===== src/rtl/seq_detect_arbiter_pkg.sv =====
// Shared types and constants for the time-shared sequence detector.
package seq_detect_arbiter_pkg;

  typedef enum logic [1:0] {
    StIdle,
    StShift,
    StReport
  } state_e;

  // Width of the requester ID carried with each job.
  localparam int unsigned IdW = 1;

endpackage


===== src/rtl/seq_match_core.sv =====
// Overlapping serial pattern matcher: PAT_W-bit history plus saturating match counter.
module seq_match_core
  import seq_detect_arbiter_pkg::*;
#(
  parameter int unsigned PAT_W = 4,
  parameter int unsigned CNT_W = 5
) (
  input  logic             clk,
  input  logic             rst_n,
  input  logic             clr,
  input  logic             shift_en,
  input  logic             bit_in,
  input  logic [PAT_W-1:0] pattern,
  input  logic             armed,
  output logic [CNT_W-1:0] count
);

  logic [PAT_W-1:0] hist_q, hist_d;
  logic [CNT_W-1:0] count_q, count_d;

  // Shift the new bit into history; count a match against the updated history.
  always_comb begin
    hist_d  = hist_q;
    count_d = count_q;
    if (clr) begin
      hist_d  = '0;
      count_d = '0;
    end else if (shift_en) begin
      hist_d = PAT_W'({hist_q, bit_in});
      // armed gates out matches against the cleared (all-zero) history of a fresh word
      if (armed && (hist_d == pattern) && (count_q != {CNT_W{1'b1}})) begin
        count_d = count_q + CNT_W'(1);
      end
    end
  end

  // History and counter registers.
  always_ff @(posedge clk or negedge rst_n) begin
    if (!rst_n) begin
      hist_q  <= '0;
      count_q <= '0;
    end else begin
      hist_q  <= hist_d;
      count_q <= count_d;
    end
  end

  assign count = count_q;

endmodule


===== src/rtl/seq_detect_arbiter.sv =====
// Two-requester round-robin front end sharing one serial sequence detector.
module seq_detect_arbiter
  import seq_detect_arbiter_pkg::*;
#(
  parameter int unsigned DATA_W = 8,
  parameter int unsigned PAT_W  = 4,
  parameter int unsigned CNT_W  = 5
) (
  input  logic              clk,
  input  logic              rst_n,
  input  logic [PAT_W-1:0]  cfg_pattern,
  input  logic              req0_valid,
  input  logic [DATA_W-1:0] req0_data,
  output logic              req0_ready,
  input  logic              req1_valid,
  input  logic [DATA_W-1:0] req1_data,
  output logic              req1_ready,
  output logic              busy,
  output logic              done_valid,
  output logic [IdW-1:0]    done_id,
  output logic [CNT_W-1:0]  done_cnt
);

  localparam int unsigned BitCntW = (DATA_W > 1) ? $clog2(DATA_W) : 1;

  if (PAT_W > DATA_W || PAT_W < 1) begin : g_bad_pat_w
    $error("seq_detect_arbiter: PAT_W must be in 1..DATA_W");
  end

  state_e               state_q, state_d;
  logic   [IdW-1:0]     last_q, last_d;
  logic   [IdW-1:0]     id_q, id_d;
  logic   [DATA_W-1:0]  data_q, data_d;
  logic   [PAT_W-1:0]   pat_q, pat_d;
  logic   [BitCntW-1:0] bit_cnt_q, bit_cnt_d;
  logic   [IdW-1:0]     done_id_q, done_id_d;
  logic   [CNT_W-1:0]   done_cnt_q, done_cnt_d;
  logic                 grant0, grant1;
  logic                 core_clr, shift_en, armed;
  logic   [CNT_W-1:0]   core_count;

  // Round-robin pick: a lone requester wins; on a tie, the one not granted last.
  always_comb begin
    grant0 = req0_valid && (!req1_valid || (last_q == IdW'(1)));
    grant1 = req1_valid && (!req0_valid || (last_q == IdW'(0)));
  end

  // FSM next state, handshake and datapath control.
  always_comb begin
    state_d    = state_q;
    last_d     = last_q;
    id_d       = id_q;
    data_d     = data_q;
    pat_d      = pat_q;
    bit_cnt_d  = bit_cnt_q;
    done_id_d  = done_id_q;
    done_cnt_d = done_cnt_q;
    req0_ready = 1'b0;
    req1_ready = 1'b0;
    core_clr   = 1'b0;
    shift_en   = 1'b0;
    unique case (state_q)
      StIdle: begin
        if (grant0 || grant1) begin
          req0_ready = grant0;
          req1_ready = grant1;
          id_d       = grant1 ? IdW'(1) : IdW'(0);
          last_d     = id_d;
          data_d     = grant1 ? req1_data : req0_data;
          pat_d      = cfg_pattern;
          bit_cnt_d  = '0;
          core_clr   = 1'b1;
          state_d    = StShift;
        end
      end
      StShift: begin
        shift_en  = 1'b1;
        data_d    = data_q << 1;
        bit_cnt_d = bit_cnt_q + BitCntW'(1);
        if (bit_cnt_q == BitCntW'(DATA_W - 1)) begin
          state_d = StReport;
        end
      end
      StReport: begin
        done_id_d  = id_q;
        done_cnt_d = core_count;
        state_d    = StIdle;
      end
      default: state_d = StIdle;
    endcase
  end

  // State and datapath registers.
  always_ff @(posedge clk or negedge rst_n) begin
    if (!rst_n) begin
      state_q    <= StIdle;
      last_q     <= IdW'(1);
      id_q       <= '0;
      data_q     <= '0;
      pat_q      <= '0;
      bit_cnt_q  <= '0;
      done_id_q  <= '0;
      done_cnt_q <= '0;
    end else begin
      state_q    <= state_d;
      last_q     <= last_d;
      id_q       <= id_d;
      data_q     <= data_d;
      pat_q      <= pat_d;
      bit_cnt_q  <= bit_cnt_d;
      done_id_q  <= done_id_d;
      done_cnt_q <= done_cnt_d;
    end
  end

  // bit_cnt_q counts bits already shifted, so the current bit is number bit_cnt_q+1.
  assign armed = (bit_cnt_q >= BitCntW'(PAT_W - 1));

  seq_match_core #(
    .PAT_W (PAT_W),
    .CNT_W (CNT_W)
  ) u_core (
    .clk      (clk),
    .rst_n    (rst_n),
    .clr      (core_clr),
    .shift_en (shift_en),
    .bit_in   (data_q[DATA_W-1]),
    .pattern  (pat_q),
    .armed    (armed),
    .count    (core_count)
  );

  // Results come live from the job during REPORT and are held afterwards.
  always_comb begin
    busy       = (state_q != StIdle);
    done_valid = (state_q == StReport);
    done_id    = done_valid ? id_q : done_id_q;
    done_cnt   = done_valid ? core_count : done_cnt_q;
  end

endmodule


===== config.mk =====
export PLATFORM = sky130hd
export DESIGN_NAME = seq_detect_arbiter
export DESIGN_NICKNAME = d
export VERILOG_FILES = /design/src/rtl/seq_detect_arbiter_pkg.sv /design/src/rtl/seq_match_core.sv /design/src/rtl/seq_detect_arbiter.sv
export SDC_FILE = /design/constraint.sdc
export NUM_CORES = 1
export LEC_CHECK = 0
export ABC_CLOCK_PERIOD_IN_PS = 2300
export BUFFER_PORTS_ARGS = -buffer_cell sky130_fd_sc_hd__buf_2
export CORE_MARGIN = 2
export CORE_UTILIZATION = 40
export DETAILED_ROUTE_END_ITERATION = 6
export PLACE_DENSITY = 0.68
export REMOVE_ABC_BUFFERS = 1
export SYNTH_ARGS = -nofsm -noshare
export SYNTH_HDL_FRONTEND = slang
export SYNTH_SLANG_ARGS = --single-unit
export TNS_END_PERCENT = 1

===== constraint.sdc =====
create_clock -name clk -period 2.3 [get_ports clk]
set_clock_uncertainty 0.15 [all_clocks]
set_input_delay 0 -clock clk [delete_from_list [all_inputs] [get_ports clk]]
set_output_delay 0 -clock clk [all_outputs]
set_load 0.1 [all_outputs]

### Word level (Yosys, flattened, before mapping)

Index checks and enable logic that the tools add are counted.

| storage, ports and cells | value |
|---|---|
| flip-flop bits (word level) | 33 |

| operators by class | value |
|---|---|
| multiplexer cells | 23 |
| magnitude comparators | 1 |
| bitwise operators | 1 |
| reduce and logical (&&, ||, !) cells | 18 |
| equality and inequality tests | 7 |
| add/sub/neg operators | 2 |

Operator list:

| kind | count |
|---|---|
| $mux 5 | 4 |
| $mux 8 | 2 |
| $pmux 8 s2 | 1 |
| $mux 1 | 9 |
| $mux 3 | 3 |
| $reduce_and 2->1 | 4 |
| $reduce_bool 2->1 | 4 |
| $pmux 3 s2 | 1 |
| $add 5x1->5 const B | 1 |
| $ne 5x5->1 const B | 1 |
| $eq 4x4->1 | 1 |
| $logic_and 1x1->1 | 4 |
| $mux 2 | 2 |
| $ne 2x2->1 const B | 2 |
| $pmux 2 s2 | 1 |
| $add 3x1->3 const B | 1 |
| $eq 3x3->1 const B | 1 |
| $ge 3x2->1 const B | 1 |
| $logic_or 1x1->1 | 3 |
| $eq 2x1->1 const B | 1 |
| $eq 2x2->1 const B | 1 |
| $logic_not 1->1 | 2 |
| $logic_not 2->1 | 1 |
| $not 1->1 | 1 |

### Longest topological paths before layout

Gate-level depths: netlist of run 1.

| depth | value |
|---|---|
| depth in word-level cells | 8 |
| depth in mapped cells | 7 |

### By module

A second synthesis of run 1 with hierarchy kept.

| unflattened totals | value |
|---|---|
| cell total of the unflattened synthesis | 143 |
| area, all modules | 1647.8 um^2 |

Modules (own cells, without submodules):

| module | area each (um^2) | cells each | times used | seq. area each (um^2) |
|---|---|---|---|---|
| seq_detect_arbiter | 1202.4 | 100 | 1 | 626.9 |
| seq_match_core | 445.4 | 43 | 1 | 200.2 |

### Worst setup path before layout of run 1

No wires, ideal clock.

| timing path | value |
|---|---|
| kind | register to register |
| start point | reg state_q[1] |
| end point | reg id_q |
| clock period less this slack | 2890 ps |
| setup time | 72 ps |
| arrival | 2668 ps |
| buffers on the path | 0 |
| required time | 2078 ps |
| path slack | -590 ps |
| stages on the path, launching flop included | 5 |
| path through | dfrtp_1 > nor2_1 > inv_1 > nor2_1 > a21o_1 |

| on the way | value |
|---|---|
| word-level cells in the longest chain between the ends | 2 |

Ends and longest elaborated chain:

| what | line | RTL |
|---|---|---|
| start: declaration | seq_detect_arbiter.sv:30 | `state_e state_q, state_d;` |
| start signal: assignment | seq_detect_arbiter.sv:96 | `state_q <= StIdle;` |
| start signal: assignment | seq_detect_arbiter.sv:105 | `state_q <= state_d;` |
| $logic_not 2->1 | seq_detect_arbiter.sv:62 | `unique case (state_q)` |
| $reduce_and 2->1 (no source line) | -- |  |
| end signal: assignment | seq_detect_arbiter.sv:107 | `id_q <= id_d;` |
| end: declaration | seq_detect_arbiter.sv:32 | `logic [IdW-1:0] id_q, id_d;` |

No other way between the ends.
A chain may end at the register's enable or synchronous reset.

### Worst setup path in the final report of run 1

| timing path | value |
|---|---|
| start point | reg u_core.count_q[0], in the netlist u_core.count[0] |
| end point | reg u_core.count_q[3], in the netlist u_core.count[3] |

| on the way | value |
|---|---|
| word-level cells in the longest chain between the ends | 4 |
| elaborated cells on any way between the ends | 8 |

Ends and longest elaborated chain:

| what | line | RTL |
|---|---|---|
| start: declaration | seq_match_core.sv:19 | `logic [CNT_W-1:0] count_q, count_d;` |
| start signal: assignment | seq_match_core.sv:44 | `count_q <= count_d;` |
| $add 5x1->5 or $ne 5x5->1 (tied branches) | seq_match_core.sv:32, seq_match_core.sv:31 |  |
| $mux 5 or $logic_and 1x1->1 (tied branches) | seq_match_core.sv:31 | `if (armed && (hist_d == pattern) && (count_q != {CNT_W{1'b1}})) begin` |
| $mux 5 or $reduce_bool 2->1 (tied branches) | -- |  |
| $mux 5 or $reduce_and 2->1 (tied branches) | -- |  |

Parallel ways exist; a longest one is shown, timed or not. The select of a mux whose other input is x is not followed.

==> results of run 1 <==
[final cells by class]
class	instances	share of cell area
clock buffer	5	0.0321
tap	48	0.0281
multi-input combinational	113	0.337
sequential	33	0.386
clock inverter	3	0.0216
timing repair buffer	57	0.188
inverter	4	0.00701
[critical path: cells and delay by family, from the launching register on]
kind | cells | cell delay, ps
AOI/OAI and AO/OA | 1 | 150
DFF | 1 | 420
and+or+nand+nor | 4 | 980
adders and majority gates | 2 | 430
[cell usage after synthesis (2+ instances only)]
master,count
nand2_1,39
dfrtp_1,32
a21oi_1,11
o21ai_0,9
a221o_1,7
nand3_1,6
ha_1,5
mux2_2,5
inv_1,4
xnor2_1,4
buf_2,3
clkbuf_1,3
nor2_1,3
and2_1,2
mux2_1,2
mux2i_1,2
o31ai_1,2
[flip-flops by register name, summed over array words and instances, names as in the netlist]
register / count
u_core.count: 5
data_q: 8
u_core.hist_q: 3
pat_q: 4
done_cnt_q: 5
state_q: 2
id_q: 1
done_id_q: 1
bit_cnt_q: 3
last_q: 1
[power by group through the flow]
stage,sequential (mW),combinational [mW],clock (mW)
floorplan,0.951,1.21,0
global placement,0.984,1.43,0
detailed placement,0.998,1.47,0
CTS,0.990,1.54,0.554
global route,1.02,1.67,0.586
finish,0.993,1.55,0.554
[repair_timing]
action	in CTS	in global routing
resized for setup	0	1
hold endpoints to repair	45	0
setup buffers	0	0
endpoints found under the setup margin	0	6
hold buffers	23	0
[how the worst min path moves through the flow]
stage	start	cells after the start	endpoint
3_5_place_dp	rst_n	1	id_q$_DFFE_PN0P_
2_1_floorplan	rst_n	0	bit_cnt_q[0]$_DFFE_PN0P_
6_report	req0_valid	3	state_q[0]$_DFFE_PN0P_
3_3_place_gp	rst_n	1	done_id_q$_DFF_PN0_
5_1_grt	req0_valid	3	state_q[0]$_DFFE_PN0P_
4_1_cts	req0_valid	3	state_q[0]$_DFFE_PN0P_
[per-layer routing]
metal | vias to the layer above | wire [um] | GRT usage | share of wire
met2 | 29 | 1660 | 0.291 | 0.48
met1 | 653 | 1600 | 0.209 | 0.46
met3 | 7 | 150 | 0.0456 | 0.043
met5 | - | 0 | 0 | 0
met4 | 0 | 57 | 0.0612 | 0.016
li1 | 661 | - | - | -
[logic make-up (layout without fill, tap and decap cells)]
logic type                 Yosys count  count (layout)  share of synthesized area
and+or+nand+nor                     58              58                      0.170
AOI/OAI and AO/OA                   37              37                      0.157
DFF                                 33              33                      0.523
buffers and inverters               10              69                     0.0261
muxes                                9               9                     0.0625
adders and majority gates            5               5                     0.0396
xor gates and xnor gates             4               4                     0.0221
[per-stage QoR]
step | instances | setup WS, ps
after floorplan | 150 | -590
after global placement | 232 | 198
after detailed placement | 232 | 133
after CTS | 263 | 78.4
after global routing | 263 | -59.0
final | 263 | 106
==> flow_summary.json, run 1 <==
{
  "status": "completed",
  "cap_violations": 0,
  "cp_slowest_cell": "or4_1",
  "p_total_mw": 3.10,
  "slowest_delay_ps": 430,
  "n_fill_cell": 341,
  "synth_top_area_share": 0.506,
  "period_needed_ps": 2190,
  "fin_util": 0.572,
  "wl_per_cell_um": 13.2,
  "r2r_setup_slack_ps": 110,
  "ys_top_cells_by_area": "dfrtp_1, nand2_1, a221o_1, ha_1, mux2_2",
  "cp_max_fo": 6,
  "comb_power_share": 0.500,
  "port_buffers": 33,
  "crit_type": "flop to flop",
  "multi_input_area_sq_um": 721,
  "grt_usage": 0.172,
  "seqPwrFrac": 0.321,
  "netlist_instances": 156,
  "num_io_pins": 34,
  "setup_violations": 0,
  "syn_to_final_growth_pct": 35.4,
  "crit_chain": "ha_1 -> and3_1 -> ha_1 -> nor3b_2 -> nand4_2 -> or4_1 -> a21oi_1",
  "fin_area_sq_um": 2140,
  "grt_max_degree": 34,
  "min_period_over_period": 0.954,
  "ys_types": 34,
  "cts_tree": "yes",
  "cpMostUsedCell": "ha_1",
  "start_util": 0.422,
  "hpwlAfterDp_um": 2340,
  "worst_pin_slew_ps": 886,
  "finalMaxSlewViolations": 0,
  "gp_congestion": 0.944,
  "rows": 22,
  "vias_per_cell": 5.13,
  "cts_inserted_buffers": 5,
  "ys_seq_elements": 33,
  "drt-initial-drc-count": 67,
  "finalHoldViolations": 0,
  "clk_pin_slew_worst_paths_ps": 70,
  "setup_tns_ps": 0,
  "cp.required_ps": 2360,
  "cp-endpoint": "u_core.count[3]$_DFFE_PN0P_",
  "coreArea_sq_um": 3740,
  "dpl-instance-area_sq_um": 1790,
  "syn_avg_cell_area_sq_um": 10.1,
  "clock_sinks": 33,
  "rsz0062_at_grt": "true",
  "hold_class": "input pin to flop",
  "netSwitchingFraction": 0.473,
  "drt_wl_total_um": 3460,
  "fmax_mhz": 456,
  "irDropWorstVdd_mv": 0.683,
  "powerDensity_nw_per_um2": 1450,
  "h-tree-depth": 2,
  "maxSlewHeadroom": 0.408,
  "routed-via-count": 1350,
  "gr-total-overflow": 0,
  "antenna_found_initial": 0,
  "diodes": 0,
  "r2r-end": "u_core.count[3]$_DFFE_PN0P_",
  "synth_enable_flop_cells": 0,
  "holdWs_ps": 27.9,
  "critPathLaunch": "u_core.count[0]$_DFFE_PN0P_",
  "power.switching_mw": 1.46,
  "grt_pass1_wl_um": 5700,
  "cts_buffer_depth": 2,
  "reg2reg_depth": 7,
  "synth_area_sq_um": 1580,
  "endpoint_kind": "flop",
  "yosysSeqAreaShare": 0.523,
  "post-synth-top-area-cell": "dfrtp_1",
  "r2r_start": "u_core.count[0]$_DFFE_PN0P_",
  "yosys_warnings": 0,
  "drc": 0,
  "dieWidth_um": 66.9,
  "mostFrequentLayoutCells": "nand2_1, buf_2, dfrtp_1",
  "synthFlopType": "dfrtp_1",
  "seqCellArea_sq_um": 827,
  "firstDrtPassIters": 4,
  "drive_above_1_share": 0.247,
  "async_flop_share": 1.00,
  "final_common_cell": "nand2_1",
  "ant_nets": 0,
  "clock-root-buffer": "clkbuf_8",
  "nets": 243,
  "critPathLaunchType": "flop",
  "intPower_mw": 1.63,
  "dieArea_sq_um": 4470,
  "p_leak_nw": 1.05,
  "grt_pass1_vias": 1310,
  "pwr-share-clk": 0.179,
  "clkLatencyLatePin_ps": 290,
  "fp.dieH_um": 66.9,
  "critPathArrivalTime_ps": 2260
}
Power figures use the tool's default switching activity.
==> inputs of run 2 (changes only) <==
Settings changed: BUFFER_PORTS_ARGS -buffer_cell sky130_fd_sc_hd__buf_2 to -buffer_cell sky130_fd_sc_hd__buf_4, SETUP_SLACK_MARGIN set to 0.2.
==> run 2 against run 1 <==
- via count increased by 0.59%
- critical path type unchanged
- highest routed layer unchanged
- die area stayed put
- largest cell class unchanged
- final cell count grew 0.76%
- register-to-register slack better by 120 ps
- wire length up 3.1%
- total power down 2.2%
- non-clock buffer count grew 2
- combinational power grew 4%
==> flow_summary.json, run 2 (same netlist as run 1, synthesis figures left out) <==
{
  "pre_cts_slack_ps": 130,
  "gp_congestion": 0.927,
  "critPathLaunchType": "flop",
  "worst_pin_slew_ps": 777,
  "use_met2": 0.290,
  "cap_violations": 0,
  "crit_chain": "ha_1 -> and3_1 -> ha_1 -> nor3b_2 -> nand4_2 -> or4_1 -> a21oi_1",
  "fin_util": 0.590,
  "p_total_mw": 3.03,
  "gr-total-overflow": 0,
  "fmax_mhz": 482,
  "cts_inserted_buffers": 5,
  "grt_pass1_wl_um": 5820,
  "fin_area_sq_um": 2210,
  "rsz0062_at_grt": "true",
  "dpl-instance-area_sq_um": 1870,
  "syn_to_final_growth_pct": 39.6,
  "setup_violations": 0,
  "slowest_delay_ps": 410,
  "setup_tns_ps": 0,
  "routed-via-count": 1358,
  "final_common_cell": "nand2_1",
  "crit_type": "flop to flop",
  "clk_pin_slew_worst_paths_ps": 60,
  "critPathArrivalTime_ps": 2120,
  "hold_class": "input pin to async pin",
  "finalMaxSlewViolations": 0,
  "fin_ws_ps": 225,
  "start_util": 0.422,
  "instances_no_fill": 265,
  "clock-root-buffer": "clkbuf_8",
  "largest_register_ffs": 8,
  "busiest_layer": "met2",
  "period_needed_ps": 2070,
  "hpwlAfterDp_um": 2370,
  "clock_sinks": 33,
  "port_buffers": 33,
  "maxSlewHeadroom": 0.482,
  "status": "completed",
  "clkLatencyLatePin_ps": 280,
  "grt_max_degree": 34,
  "r2r_setup_slack_ps": 230,
  "holdWs_ps": 43.0,
  "drt-initial-drc-count": 50,
  "r2r_start": "u_core.count[1]$_DFFE_PN0P_",
  "cts_tree": "yes",
  "irDropWorstVdd_mv": 0.621,
  "grt_usage": 0.176,
  "cts_buffer_depth": 2,
  "diodes": 0,
  "mostFrequentLayoutCells": "nand2_1, buf_4, dfrtp_1",
  "cp.required_ps": 2350,
  "firstDrtPassIters": 4,
  "num_io_pins": 34,
  "powerDensity_nw_per_um2": 1370,
  "ant_nets": 0,
  "multi_input_area_sq_um": 716,
  "drive_above_1_share": 0.249,
  "grt_pass1_vias": 1325,
  "cp_slowest_cell": "dfrtp_1",
  "cp_max_fo": 4,
  "h-tree-depth": 2,
  "grt.met1_usage": 0.212,
  "min_period_over_period": 0.902,
  "rows": 22,
  "reg2reg_depth": 7,
  "vias_per_cell": 5.12,
  "wl_per_cell_um": 13.5,
  "dieArea_sq_um": 4470,
  "antenna_found_initial": 0,
  "dieWidth_um": 66.9,
  "drc": 0,
  "seqCellArea_sq_um": 827,
  "fp.dieH_um": 66.9,
  "endpoint_kind": "flop",
  "p_leak_nw": 1.06,
  "place_inst": 232,
  "coreArea_sq_um": 3740,
  "nets": 245,
  "n_fill_cell": 342,
  "regMostFlops": "data_q",
  "r2r-end": "u_core.count[3]$_DFFE_PN0P_",
  "grt.met3_usage": 0.0507,
  "cpMostUsedCell": "ha_1",
  "drt_wl_total_um": 3570,
  "finalHoldViolations": 0
}
==> run 2: changes by cell type in the layout (fill, tap and decap cells not counted) <==
cell	delta
clkbuf_1	+2
clkinvlp_4	-1
nor2b_2	+1
buf_4	+35
clkbuf_8	+1
buf_2	-33
bufinv_16	-1
nor2b_1	-1
clkinv_4	-1
o21ai_4	-1
o21ai_2	+1
==> run 2: worst max path at each step <==
| stage | startpoint | endpoint | slack, ps | depth (start not counted) |
|---|---|---|---|---|
| after floorplan | state_q[1]$_DFFE_PN0P_ | id_q$_DFFE_PN0P_ | -590 | 4 |
| after global placement | u_core.count[0]$_DFFE_PN0P_ | u_core.count[3]$_DFFE_PN0P_ | 200 | 7 |
| after detailed placement | u_core.count[0]$_DFFE_PN0P_ | u_core.count[3]$_DFFE_PN0P_ | 130 | 7 |
| after CTS | u_core.count[1]$_DFFE_PN0P_ | u_core.count[3]$_DFFE_PN0P_ | 230 | 7 |
| after global routing | u_core.count[1]$_DFFE_PN0P_ | u_core.count[3]$_DFFE_PN0P_ | 130 | 7 |
| final | u_core.count[1]$_DFFE_PN0P_ | u_core.count[3]$_DFFE_PN0P_ | 230 | 7 |
==> run 2: power breakdown <==
group | total (mW) | switching [mW] | internal, mW | leakage [nW]
Combinational | 1.61 | 1.08 | 0.529 | 0.606
Clock | 0.435 | 0.191 | 0.244 | 0.0455
Sequential | 0.986 | 0.157 | 0.829 | 0.409
Total | 3.03 | 1.43 | 1.60 | 1.06
==> run 2: final cells by class <==
type | count | area share
Clock buffer | 8 | 0.0408
Inverter | 4 | 0.00680
Multi-Input combinational cell | 113 | 0.324
Sequential cell | 33 | 0.375
Tap cell | 48 | 0.0272
Timing Repair Buffer | 59 | 0.227
==> run 2: repair_timing <==
action / in CTS / in global routing
gates resized for setup: 0 / 1
setup endpoints to repair: 1 / 10
endpoints found under the hold margin: 46 / 0
hold buffers: 23 / 0
buffers inserted: 2 / 0
==> run 2: worst max-delay path: cells and delay by family, from the launching register on <==
kind / cells / cell delay, ps
DFF: 1 / 410
AOI/OAI and AO/OA: 1 / 160
and+or+nand+nor: 4 / 880
adders and majority gates: 2 / 390
==> run 2: per-layer routing <==
layer  routed length [um]  vias up
met5                    0        -
met4                   89        0
met3                  160       10
met2                 1750       37
met1                 1570      646
li1                     -      665
==> inputs of run 3 (changes only) <==
Settings changed: HOLD_SLACK_MARGIN set to 0.06, PLACE_DENSITY 0.68 to 0.67, SYNTH_HIERARCHICAL set to 1.
==> run 3 against run 2 <==
- fmax is 4.8% lower
- die area increased by 3.9%
- non-clock buffer count up 6
- final cell count down 1.1%
- sequential share of layout area decreased by 2.6 points
- combinational power barely moved
- wire length rose by 5.5%
- synthesized area increased by 4.2%
- sequential power increased by 1%
- cell area grew 7.3%
==> flow_summary.json, run 3 <==
{
  "cap_violations": 0,
  "antenna_found_initial": 0,
  "routed-via-count": 1355,
  "wl_per_cell_um": 14.4,
  "async_flop_share": 1.00,
  "busiest_layer": "met2",
  "reg2reg_depth": 6,
  "dpl-instance-area_sq_um": 1940,
  "period_needed_ps": 2180,
  "grt.met3_usage": 0.0543,
  "syn_to_final_growth_pct": 43.8,
  "cts_tree": "yes",
  "ys_types": 45,
  "n_fill_cell": 322,
  "synth_common_cells": "dfrtp_1, inv_1, mux2i_1",
  "cp_max_fo": 5,
  "drt_wl_total_um": 3770,
  "critPathArrivalTime_ps": 2240,
  "gp_congestion": 0.750,
  "diodes": 0,
  "num_io_pins": 34,
  "clock-root-buffer": "clkbuf_8",
  "fin_area_sq_um": 2370,
  "ant_nets": 0,
  "cp_slowest_cell": "or4_4",
  "clock_sinks": 33,
  "drc": 0,
  "crit_type": "flop to flop",
  "post-synth-top-area-cell": "dfrtp_1",
  "p_leak_nw": 1.11,
  "firstDrtPassIters": 4,
  "maxSlewHeadroom": 0.602,
  "mostFrequentLayoutCells": "buf_4, dfrtp_1, dlygate4sd3_1",
  "coreArea_sq_um": 3970,
  "start_util": 0.415,
  "drt-initial-drc-count": 35,
  "synth_top_area_share": 0.486,
  "hold_class": "input pin to async pin",
  "fp.dieH_um": 68.2,
  "synth_enable_flop_cells": 0,
  "cts_buffer_depth": 2,
  "finalMaxSlewViolations": 0,
  "drive_above_1_share": 0.354,
  "cts_inserted_buffers": 5,
  "p_total_mw": 3.14,
  "h-tree-depth": 2,
  "grt_pass1_vias": 1285,
  "clk_pin_slew_worst_paths_ps": 70,
  "worst_pin_slew_ps": 593,
  "ys_top_cells_by_area": "dfrtp_1, mux2i_1, mux2_2, ha_1, a21oi_1",
  "seqCellArea_sq_um": 827,
  "hpwlAfterDp_um": 2340,
  "grt_pass1_wl_um": 5610,
  "multi_input_area_sq_um": 771,
  "syn_avg_cell_area_sq_um": 11.5,
  "status": "completed",
  "nets": 240,
  "crit_chain": "ha_2 -> and3_4 -> ha_4 -> nand4b_1 -> or4_4 -> a21oi_2",
  "yosysSeqAreaShare": 0.502,
  "grt_usage": 0.166,
  "finalHoldViolations": 0,
  "fmax_mhz": 459,
  "setup_violations": 0,
  "critPathLaunchType": "flop",
  "rows": 23,
  "synthMostInstantiatedCell": "dfrtp_1",
  "vias_per_cell": 5.17,
  "yosys_warnings": 6,
  "use_met2": 0.283,
  "irDropWorstVdd_mv": 0.807,
  "r2r_setup_slack_ps": 120,
  "netlist_instances": 143,
  "grt_max_degree": 34,
  "grt.met1_usage": 0.192,
  "slowest_delay_ps": 590,
  "clkLatencyLatePin_ps": 280,
  "cp.required_ps": 2360,
  "r2r_start": "u_core/count[1]$_DFFE_PN0P_",
  "r2r-end": "u_core/count[2]$_DFFE_PN0P_",
  "rsz0062_at_grt": "true",
  "synthFlopType": "dfrtp_1",
  "ys_seq_elements": 33,
  "largest_register_ffs": 8,
  "synth_area_sq_um": 1650,
  "min_period_over_period": 0.948,
  "final_common_cell": "buf_4",
  "dieWidth_um": 68.2,
  "powerDensity_nw_per_um2": 1320,
  "dieArea_sq_um": 4650,
  "endpoint_kind": "flop",
  "port_buffers": 33,
  "gr-total-overflow": 0,
  "regMostFlops": "data_q"
}
==> run 3: cell types whose count changed after synthesis, sizes merged, moves of 3 or more <==
cell / before / now
nand3: 6 / 2
nand2: 39 / 7
inv: 4 / 12
a221o: 7 / 0
mux2i: 2 / 11
nor2: 3 / 7
or3: 0 / 3
mux2: 7 / 10
o221ai: 0 / 3
==> run 3: worst max-delay path by stage <==
stage	from	to	slack [ps]	cells past startpoint
2_1_floorplan	state_q[1]$_DFFE_PN0P_	req0_ready	-40	3
3_3_place_gp	u_core/count[0]$_DFFE_PN0P_	u_core/count[3]$_DFFE_PN0P_	210	6
3_5_place_dp	u_core/count[0]$_DFFE_PN0P_	u_core/count[2]$_DFFE_PN0P_	140	6
4_1_cts	u_core/count[0]$_DFFE_PN0P_	u_core/count[1]$_DFFE_PN0P_	230	6
5_1_grt	u_core/count[1]$_DFFE_PN0P_	u_core/count[2]$_DFFE_PN0P_	80	6
6_report	u_core/count[1]$_DFFE_PN0P_	u_core/count[2]$_DFFE_PN0P_	120	6
==> run 3: critical path, delay by kind of cell (launching register included) <==
family	cells	cell delay, ps
AOI/OAI and AO/OA	1	140
adders and majority gates	2	350
DFF	1	400
and+or+nand+nor	3	1070
==> run 3: cell type report <==
| type | instances | area share |
|---|---|---|
| Clock buffer | 7 | 0.0364 |
| Clock inverter | 1 | 0.0127 |
| Inverter | 12 | 0.0190 |
| Multi-Input combinational cell | 94 | 0.325 |
| Sequential cell | 33 | 0.349 |
| Tap cell | 50 | 0.0264 |
| Timing Repair Buffer | 65 | 0.231 |
==> run 3: power breakdown <==
part	switching (mW)	internal, mW	leakage, nW	total [mW]
Sequential	0.168	0.830	0.412	0.998
Clock	0.205	0.353	0.0585	0.558
Combinational	1.00	0.579	0.639	1.58
Total	1.37	1.76	1.11	3.14
==> run 3: what timing repair did <==
item	4_1_cts	5_1_grt
gates resized for setup	0	6
gates cloned	1	0
hold buffers	24	0
hold endpoints to repair	48	0
pin swaps	0	3
setup endpoints to repair	4	4
setup buffers	1	4
==> run 3: through the flow <==
step	hold slack [ps]	instances	util	worst slack, ps	setup TNS [ps]
finish	47.7	262	0.597	120	0
global route	96.3	262	0.597	83.5	0
CTS	64.2	258	0.582	231	0
detailed placement	-181	224	0.488	136	0
global placement	-186	224	0.488	214	0
floorplan	-446	138	-	-40.3	-40.3
==> run 3: cell families (layout without fill, tap and decap cells) <==
family | Yosys count | in the layout | synth area share
AOI/OAI and AO/OA | 33 | 33 | 0.130
and+or+nand+nor | 30 | 31 | 0.110
buffers and inverters | 17 | 85 | 0.0524
DFF | 33 | 33 | 0.502
muxes | 21 | 21 | 0.142
adders and majority gates | 5 | 5 | 0.0380
xor gates and xnor gates | 4 | 4 | 0.0258
==> run 3: per-layer routing <==
| layer | up-vias | wire (um) |
|---|---|---|
| met2 | 50 | 1900 |
| met4 | 0 | 58 |
| met3 | 8 | 200 |
| met5 | - | 0 |
| met1 | 647 | 1600 |
| li1 | 650 | - |
